[config.mk]
export PLATFORM = sky130hd
export DESIGN_NAME = aes_block_gather
export DESIGN_NICKNAME = d
export VERILOG_FILES = /design/src/rtl/aes_block_gather_pkg.sv /design/src/rtl/aes_block_gather.sv
export SDC_FILE = /design/constraint.sdc
export NUM_CORES = 1
export LEC_CHECK = 0
export BUFFER_PORTS_ARGS = -buffer_cell sky130_fd_sc_hd__buf_2
export CELL_PAD_IN_SITES_DETAIL_PLACEMENT = 0
export CELL_PAD_IN_SITES_GLOBAL_PLACEMENT = 1
export CORE_UTILIZATION = 42
export DETAILED_ROUTE_END_ITERATION = 16
export GPL_ROUTABILITY_DRIVEN = 0
export PLACE_DENSITY_LB_ADDON = 0.2
export SYNTH_ARGS = -nofsm -noshare
export SYNTH_HDL_FRONTEND = slang
export SYNTH_SLANG_ARGS = --single-unit
[constraint.sdc]
create_clock -name clk_i -period 12.8 [get_ports clk_i]
set_clock_uncertainty 0.15 [all_clocks]
set_input_delay 2.56 -clock clk_i [delete_from_list [all_inputs] [get_ports clk_i]]
set_output_delay 2.56 -clock clk_i [all_outputs]
set_load 0.02 [all_outputs]
[src/rtl/aes_block_gather_pkg.sv]
// Shared AES types for the input-side gather stage: block type, words per
// block and the gather FSM state encoding.
package aes_block_gather_pkg;

  localparam int AES_WORDS_PER_BLOCK = 4;

  typedef logic [127:0] aes_block_t;

  typedef enum logic [1:0] {
    IDLE = 2'd0,
    FILL = 2'd1,
    HOLD = 2'd2
  } gather_state_e;

endpackage

[src/rtl/aes_block_gather.sv]
// Packs 32-bit streamer words into 128-bit AES blocks (first word in the MSBs),
// hands each block to the core and counts blocks against the job length.
module aes_block_gather
  import aes_block_gather_pkg::*;
#(
  parameter int WORD_W          = 32,
  parameter int WORDS_PER_BLOCK = AES_WORDS_PER_BLOCK,
  parameter int CNT_W           = 16
) (
  input  logic                 clk_i,
  input  logic                 rst_i,
  input  logic                 clear_i,
  input  logic                 start_i,
  input  logic [CNT_W-1:0]     n_blocks_i,
  input  logic                 word_valid_i,
  output logic                 word_ready_o,
  input  logic [WORD_W-1:0]    word_data_i,
  output logic                 blk_valid_o,
  input  logic                 blk_ready_i,
  output aes_block_t           blk_data_o,
  output logic                 busy_o,
  output logic                 done_o,
  output logic [CNT_W-1:0]     blk_cnt_o,
  output gather_state_e        state_o
);

  // Handshakes: a transfer happens on the rising edge where valid and ready
  // are both high; valid never waits on ready and data is stable while valid.

  localparam int IDX_W = $clog2(WORDS_PER_BLOCK);
  localparam logic [IDX_W-1:0] IDX_ONE  = IDX_W'(1);
  localparam logic [IDX_W-1:0] IDX_LAST = IDX_W'(WORDS_PER_BLOCK - 1);
  localparam logic [CNT_W-1:0] CNT_ONE  = CNT_W'(1);

  gather_state_e    state, state_n;
  logic [IDX_W-1:0] idx;
  logic [CNT_W-1:0] len;
  logic             word_acc;
  logic             blk_acc;
  logic             last_word;
  logic             last_blk;

  assign state_o = state;

  always_comb begin
    state_n      = state;
    word_ready_o = (state == FILL);
    word_acc     = word_valid_i && (state == FILL);
    blk_acc      = blk_valid_o && blk_ready_i;
    last_word    = (idx == IDX_LAST);
    last_blk     = ((blk_cnt_o + CNT_ONE) == len);
    case (state)
      IDLE: if (start_i && (n_blocks_i != '0)) state_n = FILL;
      FILL: if (word_acc && last_word) state_n = HOLD;
      HOLD: if (blk_acc) state_n = last_blk ? IDLE : FILL;
      default: state_n = IDLE;
    endcase
    if (clear_i) state_n = IDLE;
  end

  always_ff @(posedge clk_i or posedge rst_i) begin
    if (rst_i) begin
      state       <= IDLE;
      idx         <= '0;
      len         <= '0;
      blk_valid_o <= 1'b0;
      blk_data_o  <= '0;
      busy_o      <= 1'b0;
      done_o      <= 1'b0;
      blk_cnt_o   <= '0;
    end else if (clear_i) begin
      state       <= IDLE;
      idx         <= '0;
      len         <= '0;
      blk_valid_o <= 1'b0;
      blk_data_o  <= '0;
      busy_o      <= 1'b0;
      done_o      <= 1'b0;
      blk_cnt_o   <= '0;
    end else begin
      state       <= state_n;
      blk_valid_o <= (state_n == HOLD);
      busy_o      <= (state_n != IDLE);
      done_o      <= 1'b0;
      case (state)
        IDLE: begin
          if (start_i) begin
            len       <= n_blocks_i;
            blk_cnt_o <= '0;
            idx       <= '0;
            // Zero-length job completes immediately without leaving IDLE.
            if (n_blocks_i == '0) done_o <= 1'b1;
          end
        end
        FILL: begin
          if (word_acc) begin
            for (int i = 0; i < WORDS_PER_BLOCK; i++) begin
              if (idx == IDX_W'(i))
                blk_data_o[(WORDS_PER_BLOCK-1-i)*WORD_W +: WORD_W] <= word_data_i;
            end
            idx <= last_word ? '0 : idx + IDX_ONE;
          end
        end
        HOLD: begin
          if (blk_acc) begin
            blk_cnt_o <= blk_cnt_o + CNT_ONE;
            if (last_blk) done_o <= 1'b1;
          end
        end
        default: ;
      endcase
    end
  end

endmodule

==> results of run 1 <==
layout make-up:
class	count	share of cell area, %
well taps	225	3.07
multi-input cells	580	32.6
clock buffers	17	4.64
repair buffers	212	11.8
flip-flops and latches	167	45.6
inverters	5	0.259
clock inverters	15	2.05
where the power goes:
group / total (mW) / internal (mW) / switching [mW] / leakage (nW)
clock: 0.534 / 0.297 / 0.236 / 0.292
sequential: 0.562 / 0.549 / 0.0134 / 2.26
combinational: 0.118 / 0.0364 / 0.0817 / 1.89
total: 1.21 / 0.882 / 0.331 / 4.45
worst register-to-register path, stage by stage, from the launching register on:
cell and delay, ns:
dfrtp_1 0.53, ha_1 0.33, nand3_1 0.28, nor4_1 0.64, xnor2_1 0.19, o22ai_1 0.11
nor4_2 0.37, a21o_1 0.20
cell families after synthesis:
logic type      share of synthesized area, %
simple gates                            21.7
compound gates                          15.1
flops                                   56.5
buf+inv                                 3.35
xor+xnor                                2.44
fa+ha+maj                              0.846
metal layers:
| metal | routed length (um) | vias up | global-route usage [%] |
|---|---|---|---|
| met1 | 8910 | 3025 | 30.3 |
| met3 | 1370 | 19 | 6.76 |
| met5 | 0 | - | 0 |
| met4 | 252 | 0 | 6.74 |
| met2 | 9160 | 156 | 35.4 |
| li1 | - | 3059 | - |
state kept, by name, indices dropped and copies added (netlist names):
signal and cells:
blk_valid_o 1, done_o 1, state_o 2, len 16
busy_o 1, blk_cnt_o 16, idx 2, blk_data_o 128
how the worst min path moves through the flow:
stage	end	slack, ns	cells after the start
2_1_floorplan	len[6]	0.35	2
3_3_place_gp	blk_data_o[103]	0.31	2
3_5_place_dp	blk_data_o[113]	0.32	2
4_1_cts	blk_data_o[113]	0.33	2
5_1_grt	blk_data_o[113]	0.35	2
6_report	blk_data_o[113]	0.33	2
synth_stat cells (3+ instances only):
master / instances / area [um2]
nand2_1: 242 / 908
dfrtp_1: 167 / 4180
a21oi_1: 90 / 450
o21ai_0: 85 / 425
clkbuf_1: 47 / 176
nand2b_1: 38 / 238
nor2_1: 20 / 75.1
xnor2_1: 9 / 78.8
xor2_1: 9 / 78.8
nand3_1: 8 / 40.0
nor3_1: 8 / 40.0
nor4_1: 8 / 50.1
o31ai_1: 7 / 52.6
and3_1: 5 / 31.3
ha_1: 5 / 62.6
inv_1: 5 / 18.8
and2_1: 4 / 25.0
buf_4: 4 / 30.0
nand4_1: 4 / 25.0
a22oi_1: 3 / 22.5
buf_2: 3 / 15.0
nor2b_1: 3 / 18.8
o211ai_1: 3 / 22.5
per-stage QoR:
| step | util, % | instances | hold slack [ns] | area, um2 |
|---|---|---|---|---|
| finish | 53.2 | 1221 | 0.325 | 9170 |
| global route | 53.2 | 1221 | 0.348 | 9170 |
| CTS | 53.2 | 1221 | 0.331 | 9170 |
| detailed placement | 49.6 | 1189 | 0.315 | 8560 |
| global placement | 49.6 | 1189 | 0.308 | 8560 |
| floorplan | - | 808 | 0.352 | 7390 |
==> impl_metrics.toml, run 1 <==
[sta]
setup_viol = 0
post-route-period-util_pct = 32.5
slew_viol_final = 0
rsz0062_at_grt = "false"
worstMarginPinSlew_ns = 1.10
slew_headroom_pct = 26.2
min_period_ns = 4.16
setup_slack_ns = 8.64
hold_viol_final = 0
tns_ns = 0
fmax_mhz = 240

[final_layout]
multi_input_area_um2 = 2990
register_area_um2 = 4180
layout_commonest_cell = "nand2_1"
drive_gt1_share_pct = 26.2
syn2layout_area_growth_pct = 24.1
antenna_cells = 0
final_cell_mix = "nand2_1 (242), buf_2 (202), dfrtp_1 (167), a21oi_1 (88), o21ai_0 (85)"
fin_nets = 1042
num-fill-cells = 1670

[worst_setup_path]
critPathKind = "in -> reg"
path_common_cell = "buf_4"
reg2reg_from = "blk_cnt_o[0]"
worstReg2RegEnd = "done_o"
r2r_slack_ns = 9.92
crit_path_start = "clear_i"
reg2regPathDepth = 7
slowest_delay_ns = 0.73
end_kind = "flip-flop"
crit_chain = "buf_4 > buf_4 > a21oi_4 > buf_4 > nand2_1 > o21ai_0"
critPathLaunchType = "input pin"
crit_family = "buffers and inverters"
crit_path_max_fanout = 76
crit_cells = 6
endpoint = "blk_data_o[98]"
crit_arrival_ns = 4.29
crit_path_top_delay_cell = "buf_4"
crit_required_ns = 12.93
cp_num_buf_inv = 3

[cts]
cts_tree = "yes"
cts_max_level = 4
cts_buffers = 17
cts_buffer_depth = 2
post_cts_buffers = 0
cts.clk_slew.worst_paths_ns = 0.07
ctsHoldBuffers = 0
clock_sinks = 167
ctsResizeCount = 0
clock_latency_ns = 0.43
cts_root_buf = "clkbuf_16"

[synthesis]
synth_seq_cells = 167
syn_area_um2 = 7390
syn_nets = 867
avgSynthCellArea_um2 = 9.15
synthCells = 808
synth_cell_types = 49
yosysWarnings = 0
synth_ff_type = "dfrtp_1"
synth_edf_count = 0
postSynth.asyncResetShare_pct = 100
ys_seq_area_share_pct = 56.5

[die]
die_x_um = 135
io_pins = 204
dieArea_um2 = 18100
die-height_um = 135
initial_core_util_pct = 42.9
placeableCoreArea_um2 = 17200
row_count = 48

[job]
drv_cap = 0

[placement]
numPortBuffers = 203
dp_hpwl_mm = 13.2
pre_cts_ws_ns = 8.17

[detailed_routing]
vias = 6259
drt-initial-drc-count = 348
wl_per_cell_um = 16.1
drc = 0
routed_wl_mm = 19.7
routed_via_density = 5.13
ant_nets = 0
drt_pass1_iterations = 5

[power_and_ir_drop]
p_leak_nw = 4.45
power_mw = 1.21
ir_drop_mv = 0.0925
p_per_area_nw_per_um2 = 132

[hold_path]
hold_path.class = "reg -> reg"
hp-start = "blk_data_o[113]"

[global_routing]
grt-ovfl-total = 0
grt.total_usage_pct = 22.6
grt_pass1_wl_mm = 31.9
grt_pass1_vias = 6041
antenna_found_initial = 0
grt_max_degree = 88

[outcome]
status = "completed"
Power figures use the tool's default switching activity.
==> run 2: changes to the inputs <==
Settings changed: CORE_UTILIZATION 42 to 39.
Clock period 12.8 ns to 4.2 ns, I/O delays scaled along.
==> run 2 against run 1 <==
Worst hold slack got worse by 0.0017 ns; largest power group unchanged; core utilization fell by 3.1 points; clock-buffer cell count rose by 3.
==> impl_metrics.toml, run 2 (synthesized netlist as in run 1, its figures left out) <==
[global_routing]
gr-usage-met2_pct = 35.3
busiest_layer = "met2"
gr-usage-met3_pct = 5.82
grt-ovfl-total = 0
grt.total_usage_pct = 21.6
grt_max_degree = 66
grt_pass1_wl_mm = 33.2
grt_use_met1_pct = 28.1
grt_pass1_vias = 6101
antenna_found_initial = 0

[die]
dieArea_um2 = 19500
row_count = 49
placeableCoreArea_um2 = 18300
io_pins = 204
initial_core_util_pct = 40.5
die-height_um = 140
die_x_um = 140

[detailed_routing]
drt_pass1_iterations = 4
ant_nets = 0
drc = 0
routed_via_density = 5.07
vias = 6227
routed_wl_mm = 20.3
drt-initial-drc-count = 295
wl_per_cell_um = 16.5

[hold_path]
hold_path.class = "reg -> reg"
min_path_cells = 2
hp-start = "blk_data_o[68]"
whs_endpoint = "blk_data_o[68]"

[job]
drv_cap = 0

[sta]
slew_viol_final = 0
post-route-period-util_pct = 66.0
min_period_ns = 2.77
fmax_mhz = 361
tns_ns = 0
slew_headroom_pct = 31.4
hold_viol_final = 0
worstMarginPinSlew_ns = 1.03
holdWs_ns = 0.323
setup_viol = 0
rsz0062_at_grt = "false"

[worst_setup_path]
crit_path_max_fanout = 8
crit_arrival_ns = 2.90
critPathLaunchType = "flip-flop"
reg2regPathDepth = 7
critPathKind = "reg -> reg"
crit_required_ns = 4.33
r2r_slack_ns = 1.43
reg2reg_from = "blk_cnt_o[0]"
crit_path_start = "blk_cnt_o[0]"
end_kind = "flip-flop"
worstReg2RegEnd = "state_o[0]"

[cts]
ctsResizeCount = 0
clock_sinks = 167
ctsHoldBuffers = 0
cts_tree = "yes"
cts_max_level = 4
clock_latency_ns = 0.43
cts_buffer_depth = 2
post_cts_buffers = 0
cts_buffers = 17
cts_root_buf = "clkbuf_16"
cts.clk_slew.worst_paths_ns = 0.07

[final_layout]
antenna_cells = 0
final_cell_mix = "nand2_1 (242), buf_2 (202), dfrtp_1 (167), a21oi_1 (88), o21ai_0 (85)"
fin_nets = 1045
drive_gt1_share_pct = 26.2
syn2layout_area_growth_pct = 23.8
multi_input_area_um2 = 2990
fin_area_um2 = 9150
largest_registers = "blk_data_o x128, blk_cnt_o x16, len x16"
register_area_um2 = 4180
num-fill-cells = 1792
top_register = "blk_data_o"
layout_commonest_cell = "nand2_1"
largest_reg_flops = 128

[placement]
dp_hpwl_mm = 14.0
numPortBuffers = 203
post_dp_cell_area_um2 = 8610

[outcome]
status = "completed"

[power_and_ir_drop]
p_per_area_nw_per_um2 = 387
p_leak_nw = 4.43
ir_drop_mv = 0.263
power_mw = 3.54
-- run 2: how the worst max path moves through the flow --
| stage | depth (start not counted) | to |
|---|---|---|
| floorplan | 1 | blk_cnt_o[0] |
| global placement | 6 | blk_data_o[34] |
| detailed placement | 6 | blk_data_o[34] |
| CTS | 7 | state_o[0] |
| global route | 7 | state_o[0] |
| finish | 7 | state_o[0] |
-- run 2: critical path, stage by stage (launching register included) --
cell and delay (ns):
dfrtp_1 0.51, ha_1 0.29, nand3_1 0.23, nor4_1 0.67, xnor2_1 0.19, o22ai_1 0.11
nor4_2 0.35, a21oi_1 0.14
-- run 2: final cells by class --
class	count	share of cell area (%)
inverters	5	0.246
flip-flops and latches	167	45.7
repair buffers	215	12.4
well taps	229	3.13
multi-input cells	580	32.6
clock buffers	20	4.88
clock inverters	12	1.05
-- run 2: power by group --
| group | leakage, nW | internal, mW | switching (mW) | total [mW] |
|---|---|---|---|---|
| clock network | 0.259 | 0.782 | 0.681 | 1.46 |
| registers | 2.26 | 1.67 | 0.0400 | 1.71 |
| logic | 1.91 | 0.116 | 0.251 | 0.367 |
-- run 2: per-layer routing --
layer / vias to the layer above / share of wire (%)
li1: 3058 / -
met5: - / 0
met3: 21 / 6.1
met4: 0 / 1.4
met1: 2995 / 45
met2: 153 / 48
-- run 2: through the flow --
step | utilization, % | cells | setup slack (ns)
floorplan | - | 808 | 1.08
global placement | 47.1 | 1196 | 1.33
detailed placement | 47.1 | 1196 | 1.29
CTS | 50.1 | 1228 | 1.44
global route | 50.1 | 1228 | 1.25
finish | 50.1 | 1228 | 1.43
==> run 3: changes to the inputs <==
Settings changed: CORE_UTILIZATION 39 to 35.
Clock period 4.2 ns to 2.24 ns, I/O delays scaled along.
==> run 3 against run 2 <==
Non-clock buffer count is 48 higher; sequential power is 88% higher; combinational power is 110% higher; design area grew 8.4%; register-to-register slack worse by 1.4 ns; core utilization decreased by 1.7 points; critical path depth is 1 higher; sequential share of layout area fell by 3.5 points; largest cell class unchanged; clock power is 120% higher; critical path type unchanged.
==> impl_metrics.toml, run 3 (synthesized netlist as in run 1, its figures left out) <==
[outcome]
status = "completed"

[sta]
slew_viol_final = 0
tns_ns = 0
post-route-period-util_pct = 98.2
worstMarginPinSlew_ns = 0.766
setup_viol = 0
fmax_mhz = 454
min_period_ns = 2.20
holdWs_ns = 0.0131
rsz0062_at_grt = "true"
slew_headroom_pct = 48.9
hold_viol_final = 0

[hold_path]
hold_path.class = "in -> async"

[final_layout]
largest_reg_flops = 128
register_area_um2 = 4190
layout_commonest_cell = "nand2_1"
final_cell_mix = "nand2_1 (242), buf_2 (202), dfrtp_1 (160), a21oi_1 (88), o21ai_0 (85)"
multi_input_area_um2 = 3100
drive_gt1_share_pct = 31.5
fin_nets = 1093
largest_registers = "blk_data_o x128, blk_cnt_o x16, len x16"
final_util_pct = 48.4
top_register = "blk_data_o"
syn2layout_area_growth_pct = 34.2
num-fill-cells = 2028
fin_area_um2 = 9920
antenna_cells = 0

[detailed_routing]
ant_nets = 0
vias = 6470
routed_via_density = 4.91
drc = 0
drt-initial-drc-count = 287
drt_pass1_iterations = 4
wl_per_cell_um = 16.7
routed_wl_mm = 22.0

[global_routing]
grt-ovfl-total = 0
gr-usage-met3_pct = 6.46
busiest_layer = "met2"
grt_use_met1_pct = 27.2
grt_pass1_wl_mm = 35.5
gr-usage-met2_pct = 33.8
grt_max_degree = 78
antenna_found_initial = 0
grt_pass1_vias = 6481
grt.total_usage_pct = 21.0

[die]
die-height_um = 147
initial_core_util_pct = 36.1
placeableCoreArea_um2 = 20500
die_x_um = 147
dieArea_um2 = 21700
io_pins = 204
row_count = 52

[cts]
cts_max_level = 4
clock_latency_ns = 0.43
ctsHoldBuffers = 0
cts.clk_slew.worst_paths_ns = 0.07
cts_buffers = 17
clock_sinks = 167
cts_tree = "yes"
cts_root_buf = "clkbuf_16"
cts_buffer_depth = 2

[power_and_ir_drop]
ir_drop_mv = 0.483
power_mw = 7.12
p_per_area_nw_per_um2 = 718
p_leak_nw = 4.81

[job]
drv_cap = 0

[placement]
numPortBuffers = 203
post_dp_cell_area_um2 = 9140
dp_hpwl_mm = 15.2

[worst_setup_path]
crit_required_ns = 2.40
critPathLaunchType = "flip-flop"
critPathKind = "reg -> reg"
crit_path_max_fanout = 4
crit_arrival_ns = 2.36
end_kind = "flip-flop"
[run 3: changes by cell type in the layout (fill, tap and decap cells not counted), sizes merged]
cell,delta
clkinvlp,-2
buf,+48
bufinv,+3
clkbuf,-2
inv,+1
[run 3: final timing paths]
path | from | to | slack, ns | cells past startpoint
min in group clk_i | n_blocks_i[15] | len[15] | 0.11 | 3
hold / removal | rst_i | blk_data_o[8] | 0.01 | 2
setup / recovery | blk_cnt_o[1] | busy_o | 0.04 | 8
setup reg to reg | blk_cnt_o[1] | busy_o | 0.04 | 8
max in group asynchronous | rst_i | blk_cnt_o[11] | 1.32 | 3
hold reg to reg | blk_data_o[127] | blk_data_o[127] | 0.32 | 2
[run 3: report_power, final]
| group | total, mW | internal, mW | leakage [nW] | switching [mW] |
|---|---|---|---|---|
| Combinational | 0.761 | 0.261 | 2.25 | 0.500 |
| Sequential | 3.21 | 3.13 | 2.25 | 0.0717 |
| Clock | 3.15 | 1.82 | 0.309 | 1.33 |
[run 3: what timing repair did]
item | 4_1_cts | 5_1_grt
hold endpoints to repair | 0 | 0
setup buffers | 4 | 1
endpoints found under the setup margin | 3 | 9
resized for setup | 12 | 12
pin swaps | 3 | 2
[run 3: area by class of cell]
type,count,area share [%]
inverters,5,0.227
multi-input cells,580,31.2
repair buffers,263,16.6
clock buffers,18,4.43
flip-flops and latches,167,42.2
well taps,270,3.41
clock inverters,14,1.94
[run 3: worst max-delay path, cell delays in order, from the launching register on]
cell and delay [ns]:
dfrtp_2 0.43, ha_4 0.18, nand3_4 0.12, nor4_4 0.36, buf_4 0.18, o311ai_2 0.10, nor4_4 0.34, buf_4 0.17
a21oi_1 0.05
[run 3: stage by stage]
step / setup slack, ns / cells
after floorplan: -0.485 / 808
after global placement: -0.0813 / 1280
after detailed placement: -0.118 / 1280
after CTS: 0.000427 / 1316
after global routing: -0.0479 / 1317
final: 0.0393 / 1317
[run 3: per-layer routing]
| metal | wire (um) | part of all wire [%] | up-vias |
|---|---|---|---|
| li1 | - | - | 3168 |
| met5 | 0 | 0 | - |
| met2 | 10400 | 47 | 158 |
| met1 | 9870 | 45 | 3125 |
| met3 | 1400 | 6.4 | 19 |
| met4 | 277 | 1.3 | 0 |
